$ cat src/rtl/nw_pkg.sv
// nw_pkg: nucleotide codes, code check and sequence FSM states shared by the aligner blocks
package nw_pkg;
  localparam logic [2:0] NT_G = 3'b001;
  localparam logic [2:0] NT_C = 3'b110;
  localparam logic [2:0] NT_A = 3'b100;
  localparam logic [2:0] NT_T = 3'b011;
  typedef enum logic [1:0] {IDLE, LOAD, READY} seq_state_t;
  function automatic logic is_nt(input logic [2:0] s, input logic [2:0] g, input logic [2:0] c,
                                 input logic [2:0] a, input logic [2:0] t);
    return s == g || s == c || s == a || s == t;
  endfunction
endpackage

$ cat src/rtl/seq_mem.sv
// seq_mem: N x 3 symbol store, one sync write port, one sync read port with clearable output register
module seq_mem #(
  parameter int N  = 128,
  parameter int AW = N > 1 ? $clog2(N) : 1
) (
  input  logic          clk,
  input  logic          rst,
  input  logic          we,
  input  logic [AW-1:0] wa,
  input  logic [2:0]    wd,
  input  logic          re,
  input  logic          clr,
  input  logic [AW-1:0] ra,
  output logic [2:0]    rd
);
  logic [2:0] ram [N];
  // array is never reset so contents survive loads and resets
  always_ff @(posedge clk)
    if (we) ram[wa] <= wd;
  // output register: reset/clear to zero, holds when no read is requested
  always_ff @(posedge clk)
    if (rst) rd <= '0;
    else if (re) rd <= clr ? 3'b000 : ram[ra];
endmodule

$ cat src/rtl/seq_ram.sv
// seq_ram: loads a nucleotide sequence via handshake and serves qualified 1-cycle reads
module seq_ram
  import nw_pkg::*;
#(
  parameter int N = 128,
  parameter int Bit = $clog2(N + 1),
  parameter logic [2:0] G = NT_G,
  parameter logic [2:0] C = NT_C,
  parameter logic [2:0] A = NT_A,
  parameter logic [2:0] T = NT_T
) (
  input  logic           clk,
  input  logic           rst,
  input  logic           load_start,
  input  logic [2:0]     sym_in,
  input  logic           sym_valid,
  input  logic           sym_last,
  output logic           sym_ready,
  input  logic           en_dout,
  input  logic [Bit-1:0] addr_dout,
  output logic [2:0]     dout,
  output logic           dout_valid,
  output logic           oob,
  output logic [Bit-1:0] len,
  output logic           loaded,
  output logic           sym_err
);
  localparam int AW = N > 1 ? $clog2(N) : 1;
  localparam logic [Bit-1:0] NL = Bit'(N);
  seq_state_t state;
  logic acc, ok, rd_hit;
  // handshake, code check and read qualification from current state
  always_comb begin
    sym_ready = state == LOAD && len < NL;
    loaded = state == READY;
    acc = sym_valid && sym_ready && !load_start;
    ok = is_nt(sym_in, G, C, A, T);
    rd_hit = state == READY && addr_dout < len;
  end
  // sequence FSM: rst beats load_start, load_start beats the symbol handshake
  always_ff @(posedge clk)
    if (rst) begin
      state <= IDLE;
      len <= '0;
      sym_err <= 1'b0;
    end else if (load_start) begin
      state <= LOAD;
      len <= '0;
      sym_err <= 1'b0;
    end else if (acc) begin
      if (ok) len <= len + 1'b1;
      else sym_err <= 1'b1;
      if (sym_last || (ok && len + 1'b1 == NL)) state <= READY;
    end
  // read status flags, valid for one cycle after each request
  always_ff @(posedge clk)
    if (rst) begin
      dout_valid <= 1'b0;
      oob <= 1'b0;
    end else begin
      dout_valid <= en_dout && rd_hit;
      oob <= en_dout && state == READY && !rd_hit;
    end
  seq_mem #(.N(N), .AW(AW)) u_mem (
    .clk(clk),
    .rst(rst),
    .we(acc && ok && !rst),
    .wa(len[AW-1:0]),
    .wd(sym_in),
    .re(en_dout),
    .clr(!rd_hit),
    .ra(addr_dout[AW-1:0]),
    .rd(dout)
  );
endmodule

$ cat config.mk
export PLATFORM = sky130hd
export DESIGN_NAME = seq_ram
export DESIGN_NICKNAME = d
export VERILOG_FILES = /design/src/rtl/nw_pkg.sv /design/src/rtl/seq_mem.sv /design/src/rtl/seq_ram.sv
export SDC_FILE = /design/constraint.sdc
export NUM_CORES = 1
export LEC_CHECK = 0
export BUFFER_PORTS_ARGS = -buffer_cell sky130_fd_sc_hd__buf_2
export CORE_UTILIZATION = 50
export DETAILED_ROUTE_END_ITERATION = 7
export PLACE_DENSITY = 0.71
export SYNTH_ARGS = -nofsm -noshare
export SYNTH_HDL_FRONTEND = slang
export SYNTH_SLANG_ARGS = --single-unit
$ cat constraint.sdc
create_clock -name clk -period 2.8 [get_ports clk]
set_clock_uncertainty 0.05 [all_clocks]
set_input_delay 0.14 -clock clk [delete_from_list [all_inputs] [get_ports clk]]
set_output_delay 0.14 -clock clk [all_outputs]
set_load 0.05 [all_outputs]
==> reports/results.ini, run 1 <==
[sta]
grt_setup_unrepaired=no
post-route-period-util=0.929
hold_violations=0
worst_pin_slew_ns=0.794
setup-tns-final_ns=0
setup_viol=0
finalMaxSlewViolations=0
slew_headroom=0.471
finalWorstSetupSlack_ns=0.198
fin_hold_ws_ns=0.0271
period_minus_slack_ns=2.60
clock.fmax_ghz=0.384

[finish]
utilization=0.581
stdcell_count=1462
area_delta_synth_final_pct=13.8
final_cell_mix=384 x edfxtp_1, 153 x nor2_1, 77 x mux4_2
fin_nets=1025
fin_area_um2=18500
final_common_cell=edfxtp_1
diodes=0
drive_above_1_share=0.211

[worst_hold_path]
hp-class=primary input to flop
holdCritStartpoint=rst

[clock_network]
htreeDepth=2
post_cts_buffers=0
cts_resized=0
root_buffer=clkbuf_16
cts_tree=done
cts_num_sinks=400
worstSkewPairLatency_ns=0.52
cts_buffers=39
cts_buffer_depth=3
clk_pin_slew_ns=0.06
cts.hold.buffers_added=4

[synthesis]
syn_nets=947
synth.distinct_cells=44
synthCells=922
yosys_warnings=0
syn_avg_cell_area_um2=17.6
async_reset_ff_frac=0
synth_top_area_share=0.710
syn_area_um2=16200
synth.area.top_cells=edfxtp_1 71%, mux4_2 11%, nor2_1 3.5%, mux2i_1 2.7%, dfxtp_1 2.0%
synthFlopType=edfxtp_1
synth_edf_count=384
yosysSeqAreaShare=0.730
ys_ff_latch=400
netlist.top_cell.by_area=edfxtp_1

[floorplan]
die_x_um=182
boundaryPins=33
core-area_um2=31800
die_h_um=182
design.die.area_um2=33200
fp-row-count=65
initial_utilization=0.511

[global_routing]
antenna_found_initial=0
grt_pass1_wl_um=54800
first_global_vias=8860
grtUsageTotal=0.226
grt_overflow=0
grt_start_max_net_pins=77

[setup_path]
end_kind=flop
rrSetupSlack_ns=0.20
startpoint=len[4]
slowest_delay_ns=0.55
cp.required_ns=3.15
regToRegStartpoint=len[4]
worstPathMaxFanout=7
worstPathCellList=buf_4 > and2_1 > nand4_1 > mux2i_1 > a31oi_1 > nor4_1 > o21ai_0 > o211a_1 > dlygate4sd3_1
critPathArrivalTime_ns=2.95
crit_slowest_cell=dlygate4sd3_1
critPathLaunchType=flop
worstSetupPathType=flop to flop

[power]
p_leak_nw=5.95
power.density_nw_per_um2=666
worst_ir_drop_vdd_mv=0.624
total_power_mw=12.3

[routing]
vias=8820
wirelength_um=36500
wl_per_cell_um=24.9
final_antenna_net_count=0
drt_iter0_drc=1072
avgViaCountPerCell=6.03
dr.pass1.iters=5
drc=0

[place]
dp_cells=1390
gp_congestion=0.888
dpl-instance-area_um2=17200
placement.setup.worst_slack_ns=0.162
io_buffer_count=32
dp_hpwl_um=23200

[run]
maxCapViolCount=0

[outcome]
status=finished, final reports clean

cell usage after synthesis, types with 2 or more instances:
cell        n
edfxtp_1  384
nor2_1    153
mux4_2     77
mux2i_1    44
nand2_1    35
clkbuf_1   24
buf_2      18
a22oi_1    17
a221oi_1   16
dfxtp_1    16
nand3_1    16
a21oi_1    13
o21ai_0    11
inv_1      10
mux4_1      9
ha_1        8
nor2b_1     8
nor3_1      8
xnor2_1     7
a211oi_1    4
a31oi_1     4
nand2b_1    4
nand4_1     4
and2_1      3
or3_1       3
a211o_1     2
a21o_1      2
and3_1      2
buf_1       2
buf_4       2
o22ai_1     2
or2_2       2
path summary, 6_finish.rpt:
path                 end  depth (start not counted)
max             state[0]                          9
min          u_mem.rd[0]                          4
max reg2reg     state[0]                          9
min reg2reg      sym_err                          2
state kept, by name, summed over array words and instances, names as in the netlist:
| signal | cells |
|---|---|
| dout_valid | 1 |
| len | 8 |
| oob | 1 |
| state | 2 |
| sym_err | 1 |
| u_mem.ram | 384 |
| u_mem.rd | 3 |
critical path: cells and delay by family, from the launching register on:
family / cells / cell delay (ns)
and+or+nand+nor: 3 / 0.82
DFF: 1 / 0.33
muxes: 1 / 0.21
AOI/OAI and AO/OA: 3 / 0.41
buffers and inverters: 2 / 0.69
cell families (layout without fill, tap and decap cells):
group           count (synthesis)  after routing  share of synthesized area
simple gates                  242            242                     0.0626
buf+inv                        60            165                     0.0171
xor+xnor                        7              7                    0.00377
fa+ha+maj                       8              8                    0.00616
flops                         400            400                      0.730
compound gates                 75             75                     0.0323
mux                           130            130                      0.148
report_power, final:
| group | total, mW | switching [mW] | internal (mW) | leakage [nW] |
|---|---|---|---|---|
| combinational | 0.577 | 0.343 | 0.234 | 1.76 |
| sequential | 6.55 | 0.00186 | 6.55 | 3.58 |
| clock | 5.17 | 2.08 | 3.09 | 0.616 |
layout make-up:
type / count / area (µm²)
fillers: 2332 / 13300
flip-flops and latches: 400 / 11900
multi-input cells: 462 / 4130
clock buffers: 53 / 1090
repair buffers: 86 / 654
well taps: 435 / 544
clock inverters: 15 / 171
inverters: 11 / 41.3
layer usage:
layer,share of wire,track usage
met1,0.40,0.311
met2,0.49,0.369
met3,0.069,0.0317
met4,0.035,0.0844
met5,0,0
Note: power is estimated with default switching activity, not from simulation.
==> inputs of run 2 (changes only) <==
Settings changed: CORE_ASPECT_RATIO set to 0.8, CORE_MARGIN set to 10, SLEW_MARGIN set to 15.
==> run 2 against run 1 <==
Effect of this change:
- cell count fell by 1.2%
- die area rose by 21%
- setup slack improved by 0.011 ns
- clock-buffer cell count fell by 6
- maximum frequency rose by 0.43%
- clock power rose by 6.6%
- via count rose by 0.61%
- critical path depth did not move
- utilization rose by 0.49 points
- routed wire length rose by 2.7%
- total power rose by 2.8%
- first-iteration DRC count fell by 2.8%
==> reports/results.ini, run 2 (synthesized netlist as in run 1, its figures left out) <==
[outcome]
status=finished, final reports clean  ; unchanged

[setup_path]
worstPathMaxFanout=9  ; was 7
critPathArrivalTime_ns=2.99  ; was 2.95 ns
worstSetupPathType=flop to flop  ; unchanged
end_kind=flop  ; unchanged
critPathLaunchType=flop  ; unchanged
cp.required_ns=3.20  ; was 3.15 ns

[routing]
wl_per_cell_um=25.9  ; was 24.9 µm
drt_iter0_drc=1042  ; was 1072
drc=0  ; unchanged
vias=8874  ; was 8820
wirelength_um=37500  ; was 36500 µm
dr.pass1.iters=5  ; unchanged
final_antenna_net_count=0  ; unchanged
avgViaCountPerCell=6.15  ; was 6.03

[global_routing]
grt_start_max_net_pins=117  ; was 77
grt_overflow=0  ; unchanged
antenna_found_initial=0  ; unchanged
first_global_vias=8858  ; was 8860
grtUsageTotal=0.185  ; was 0.226
grt_pass1_wl_um=56600  ; was 54800 µm

[clock_network]
post_cts_buffers=0  ; unchanged
root_buffer=clkbuf_16  ; unchanged
cts_num_sinks=400  ; unchanged
worstSkewPairLatency_ns=0.54  ; was 0.52 ns
cts_tree=done  ; unchanged
cts_buffer_depth=3  ; unchanged
cts_buffers=39  ; unchanged
clk_pin_slew_ns=0.07  ; was 0.06 ns
htreeDepth=2  ; unchanged

[run]
maxCapViolCount=0  ; unchanged

[finish]
diodes=0  ; unchanged
regMostFlops=u_mem.ram  ; unchanged
largest_register_ffs=384  ; unchanged
drive_above_1_share=0.212  ; was 0.211
reg_top3=u_mem.ram (384), len (8), u_mem.rd (3)  ; unchanged
fin_nets=1021  ; was 1025
area_delta_synth_final_pct=14.4  ; was 13.8%
stdcell_count=1444  ; was 1462
final_cell_mix=384 x edfxtp_1, 153 x nor2_1, 77 x mux4_2  ; unchanged
fillers=2275  ; was 2332
final_common_cell=edfxtp_1  ; unchanged

[sta]
clock.fmax_ghz=0.386  ; was 0.384 GHz
hold_violations=0  ; unchanged
slew_headroom=0.436  ; was 0.471
setup_viol=0  ; unchanged
finalMaxSlewViolations=0  ; unchanged
setup-tns-final_ns=0  ; unchanged
grt_setup_unrepaired=no  ; unchanged
fin_hold_ws_ns=0.0292  ; was 0.0271 ns
period_minus_slack_ns=2.59  ; was 2.60 ns
worst_pin_slew_ns=0.845  ; was 0.794 ns
post-route-period-util=0.925  ; was 0.929
finalWorstSetupSlack_ns=0.209  ; was 0.198 ns

[place]
io_buffer_count=32  ; unchanged
gp_congestion=0.859  ; was 0.888
dp_cells=1370  ; was 1390
placement.setup.worst_slack_ns=0.186  ; was 0.162 ns
dp_hpwl_um=23900  ; was 23200 µm

[power]
p_leak_nw=6.01  ; was 5.95 nW
worst_ir_drop_vdd_mv=0.656  ; was 0.624 mV
power.density_nw_per_um2=680  ; was 666 nW/µm²

[floorplan]
die_x_um=222  ; was 182 µm
core-area_um2=31700  ; was 31800 µm²
design.die.area_um2=40100  ; was 33200 µm²
fp-row-count=58  ; was 65
die_h_um=181  ; was 182 µm
boundaryPins=33  ; unchanged
initial_utilization=0.512  ; was 0.511

[worst_hold_path]
hp-class=primary input to flop  ; unchanged

[run 2: layout make-up]
class / instances / area, µm² / area share
clock buffers: 47 / 1050 / 0.0564
multi-input cells: 462 / 4130 / 0.222
repair buffers: 82 / 693 / 0.0373
clock inverters: 22 / 290 / 0.0156
inverters: 11 / 41.3 / 0.00222
well taps: 420 / 526 / 0.0283
flip-flops and latches: 400 / 11900 / 0.638
[run 2: through the flow]
stage	util	power, mW	cell area, µm²
CTS	0.586	12.7	18600
global placement	0.542	7.24	17200
floorplan	-	7.00	16300
detailed placement	0.542	7.25	17200
global route	0.586	13.0	18600
finish	0.586	12.6	18600
[run 2: where the power goes]
group	internal, mW	total [mW]	leakage [nW]	switching [mW]
clock	3.32	5.51	0.654	2.19
combinational	0.234	0.578	1.77	0.344
sequential	6.55	6.55	3.58	0.00171
total	10.1	12.6	6.01	2.54
[run 2: routing by layer]
metal  part of all wire  GRT usage
met5                  0          0
met4              0.025     0.0611
met3              0.099     0.0445
met2               0.46      0.278
met1               0.41      0.260
[run 2: repair_timing]
item,in CTS,in global routing
resized for setup,0,2
hold buffers,5,0
hold endpoints to repair,26,0
endpoints found under the setup margin,0,2
[run 2: worst paths after layout]
path / startpoint / endpoint / slack, ns / cells past startpoint
max reg2reg: len[5] / u_mem.rd[0] / 0.21 / 9
max: len[5] / u_mem.rd[0] / 0.21 / 9
min reg2reg: sym_err / sym_err / 0.43 / 2
min: rst / u_mem.ram[127][0] / 0.03 / 2
[run 2: critical path: stages (launching register included)]
cell      delay [ns]
dfxtp_4         0.39
inv_1           0.06
ha_1            0.28
and3_1          0.18
a221o_1         0.34
a21oi_1         0.18
nand2_1         0.10
or3_1           0.40
or3_1           0.41
o211ai_1        0.10
==> inputs of run 3 (changes only) <==
Settings changed: CTS_CLUSTER_DIAMETER set to 30.
Clock period 2.8 ns to 2.95 ns, I/O delays scaled along.
==> run 3 against run 2 <==
Effect of this change:
- sequential power decreased by 5.0%
- global-route usage increased by 0.36 points
- flip-flop and latch count unchanged
- worst hold slack got worse by 0.0072 ns
- register-to-register slack improved by 0.08 ns
- setup slack improved by 0.082 ns
- first-iteration DRC count decreased by 1.3%
- maximum frequency decreased by 2.6%
- critical path type unchanged
==> reports/results.ini, run 3 (synthesized netlist as in run 1, its figures left out) <==
[floorplan]
die_h_um=181  ; unchanged
die_x_um=222  ; unchanged
boundaryPins=33  ; unchanged
initial_utilization=0.512  ; unchanged
design.die.area_um2=40100  ; unchanged
fp-row-count=58  ; unchanged
core-area_um2=31700  ; unchanged

[routing]
dr.pass1.iters=5  ; unchanged
wirelength_um=38100  ; was 37500 µm
vias=9104  ; was 8874
wl_per_cell_um=25.7  ; was 25.9 µm
drc=0  ; unchanged
drt_iter0_drc=1028  ; was 1042
avgViaCountPerCell=6.13  ; was 6.15
final_antenna_net_count=0  ; unchanged

[sta]
clock.fmax_ghz=0.376  ; was 0.386 GHz
setup_viol=0  ; unchanged
finalMaxSlewViolations=0  ; unchanged
worst_pin_slew_ns=0.975  ; was 0.845 ns
hold_violations=0  ; unchanged
post-route-period-util=0.901  ; was 0.925
slew_headroom=0.345  ; was 0.436
grt_setup_unrepaired=no  ; unchanged
setup-tns-final_ns=0  ; unchanged
finalWorstSetupSlack_ns=0.291  ; was 0.209 ns
period_minus_slack_ns=2.66  ; was 2.59 ns
fin_hold_ws_ns=0.0221  ; was 0.0292 ns

[place]
dpl-instance-area_um2=17100  ; was 17200 µm²
placement.setup.worst_slack_ns=0.231  ; was 0.186 ns
gp_congestion=0.870  ; was 0.859
dp_hpwl_um=24000  ; was 23900 µm
io_buffer_count=32  ; unchanged

[global_routing]
grtUsageTotal=0.188  ; was 0.185
antenna_found_initial=0  ; unchanged
grt_start_max_net_pins=86  ; was 117
grt_overflow=0  ; unchanged
first_global_vias=9006  ; was 8858
grt_pass1_wl_um=58000  ; was 56600 µm

[clock_network]
cts_num_sinks=400  ; unchanged
worstSkewPairLatency_ns=0.59  ; was 0.54 ns
cts_tree=done  ; unchanged
cts_buffers=59  ; was 39
cts_resized=0  ; unchanged
cts_buffer_depth=3  ; unchanged
htreeDepth=2  ; unchanged
root_buffer=clkbuf_16  ; unchanged
clk_pin_slew_ns=0.06  ; was 0.07 ns

[worst_hold_path]
hold_depth=4  ; was 2
hp-class=primary input to flop  ; unchanged
holdCritStartpoint=sym_valid  ; was rst

[finish]
utilization=0.606  ; was 0.586
final_cell_mix=384 x edfxtp_1, 153 x nor2_1, 77 x mux4_2  ; unchanged
diodes=0  ; unchanged
drive_above_1_share=0.246  ; was 0.212
largest_register_ffs=384  ; unchanged
reg_top3=u_mem.ram (384), len (8), u_mem.rd (3)  ; unchanged
fin_area_um2=19200  ; was 18600 µm²
regMostFlops=u_mem.ram  ; unchanged
final_common_cell=edfxtp_1  ; unchanged
area_delta_synth_final_pct=18.4  ; was 14.4%
fin_nets=1039  ; was 1021

[setup_path]
end_kind=flop  ; unchanged
critPathArrivalTime_ns=3.11  ; was 2.99 ns
cp.required_ns=3.41  ; was 3.20 ns
worstPathMaxFanout=9  ; unchanged
regToRegStartpoint=len[5]  ; unchanged
worstSetupPathType=flop to flop  ; unchanged
startpoint=len[5]  ; unchanged
rrSetupSlack_ns=0.29  ; was 0.21 ns
reg2reg_depth=9  ; unchanged
critPathLaunchType=flop  ; unchanged

[run]
maxCapViolCount=0  ; unchanged

[power]
power.density_nw_per_um2=722  ; was 680 nW/µm²
p_leak_nw=6.31  ; was 6.01 nW
worst_ir_drop_vdd_mv=0.535  ; was 0.656 mV

[outcome]
status=finished, final reports clean  ; unchanged

## run 3: changes by cell type in the layout (fill, tap and decap cells not counted), sizes merged
cell,delta
clkinv,+2
dlygate4sd3,+2
buf,-4
clkinvlp,+7
clkbuf,+17
inv,+17
bufinv,-1
## run 3: timing repair
action / 4_1_cts / 5_1_grt
hold buffers: 7 / 0
setup buffers: 0 / 0
endpoints found under the hold margin: 17 / 0
## run 3: area by class of cell
| type | count | area, µm² |
|---|---|---|
| Tap cell | 420 | 526 |
| Clock inverter | 47 | 517 |
| Clock buffer | 64 | 1540 |
| Fill cell | 2236 | 12500 |
| Timing Repair Buffer | 80 | 642 |
| Multi-Input combinational cell | 462 | 4120 |
| Sequential cell | 400 | 11900 |
| Inverter | 11 | 41.3 |
## run 3: routing by layer
layer / vias up / global-route usage / wire (µm)
met3: 75 / 0.0502 / 3960
met5: - / 0 / 0
met1: 4622 / 0.265 / 15800
met4: 0 / 0.0573 / 936
li1: 3878 / - / -
met2: 529 / 0.281 / 17400
## run 3: critical path, stage by stage (launching register included)
cell and delay [ns]:
dfxtp_2 0.41, inv_1 0.08, ha_1 0.29, and3_1 0.18
a221o_1 0.34, a21oi_1 0.18, nand2_1 0.10, or3_1 0.40
or3_1 0.43, o211ai_1 0.11
## run 3: per-stage QoR
stage | std cells | power, mW
CTS | 1484 | 14.0
global route | 1484 | 14.3
global placement | 1366 | 6.87
finish | 1484 | 13.9
detailed placement | 1366 | 6.88
floorplan | 922 | 6.65
## run 3: final timing paths
check | endpoint
hold / removal | sym_err
setup reg to reg | u_mem.rd[0]
hold reg to reg | sym_err
setup / recovery | u_mem.rd[0]
## run 3: where the power goes
part           internal [mW]  switching, mW
Sequential              6.22        0.00148
Combinational          0.219          0.325
Clock                   4.39           2.73
Total                   10.8           3.06
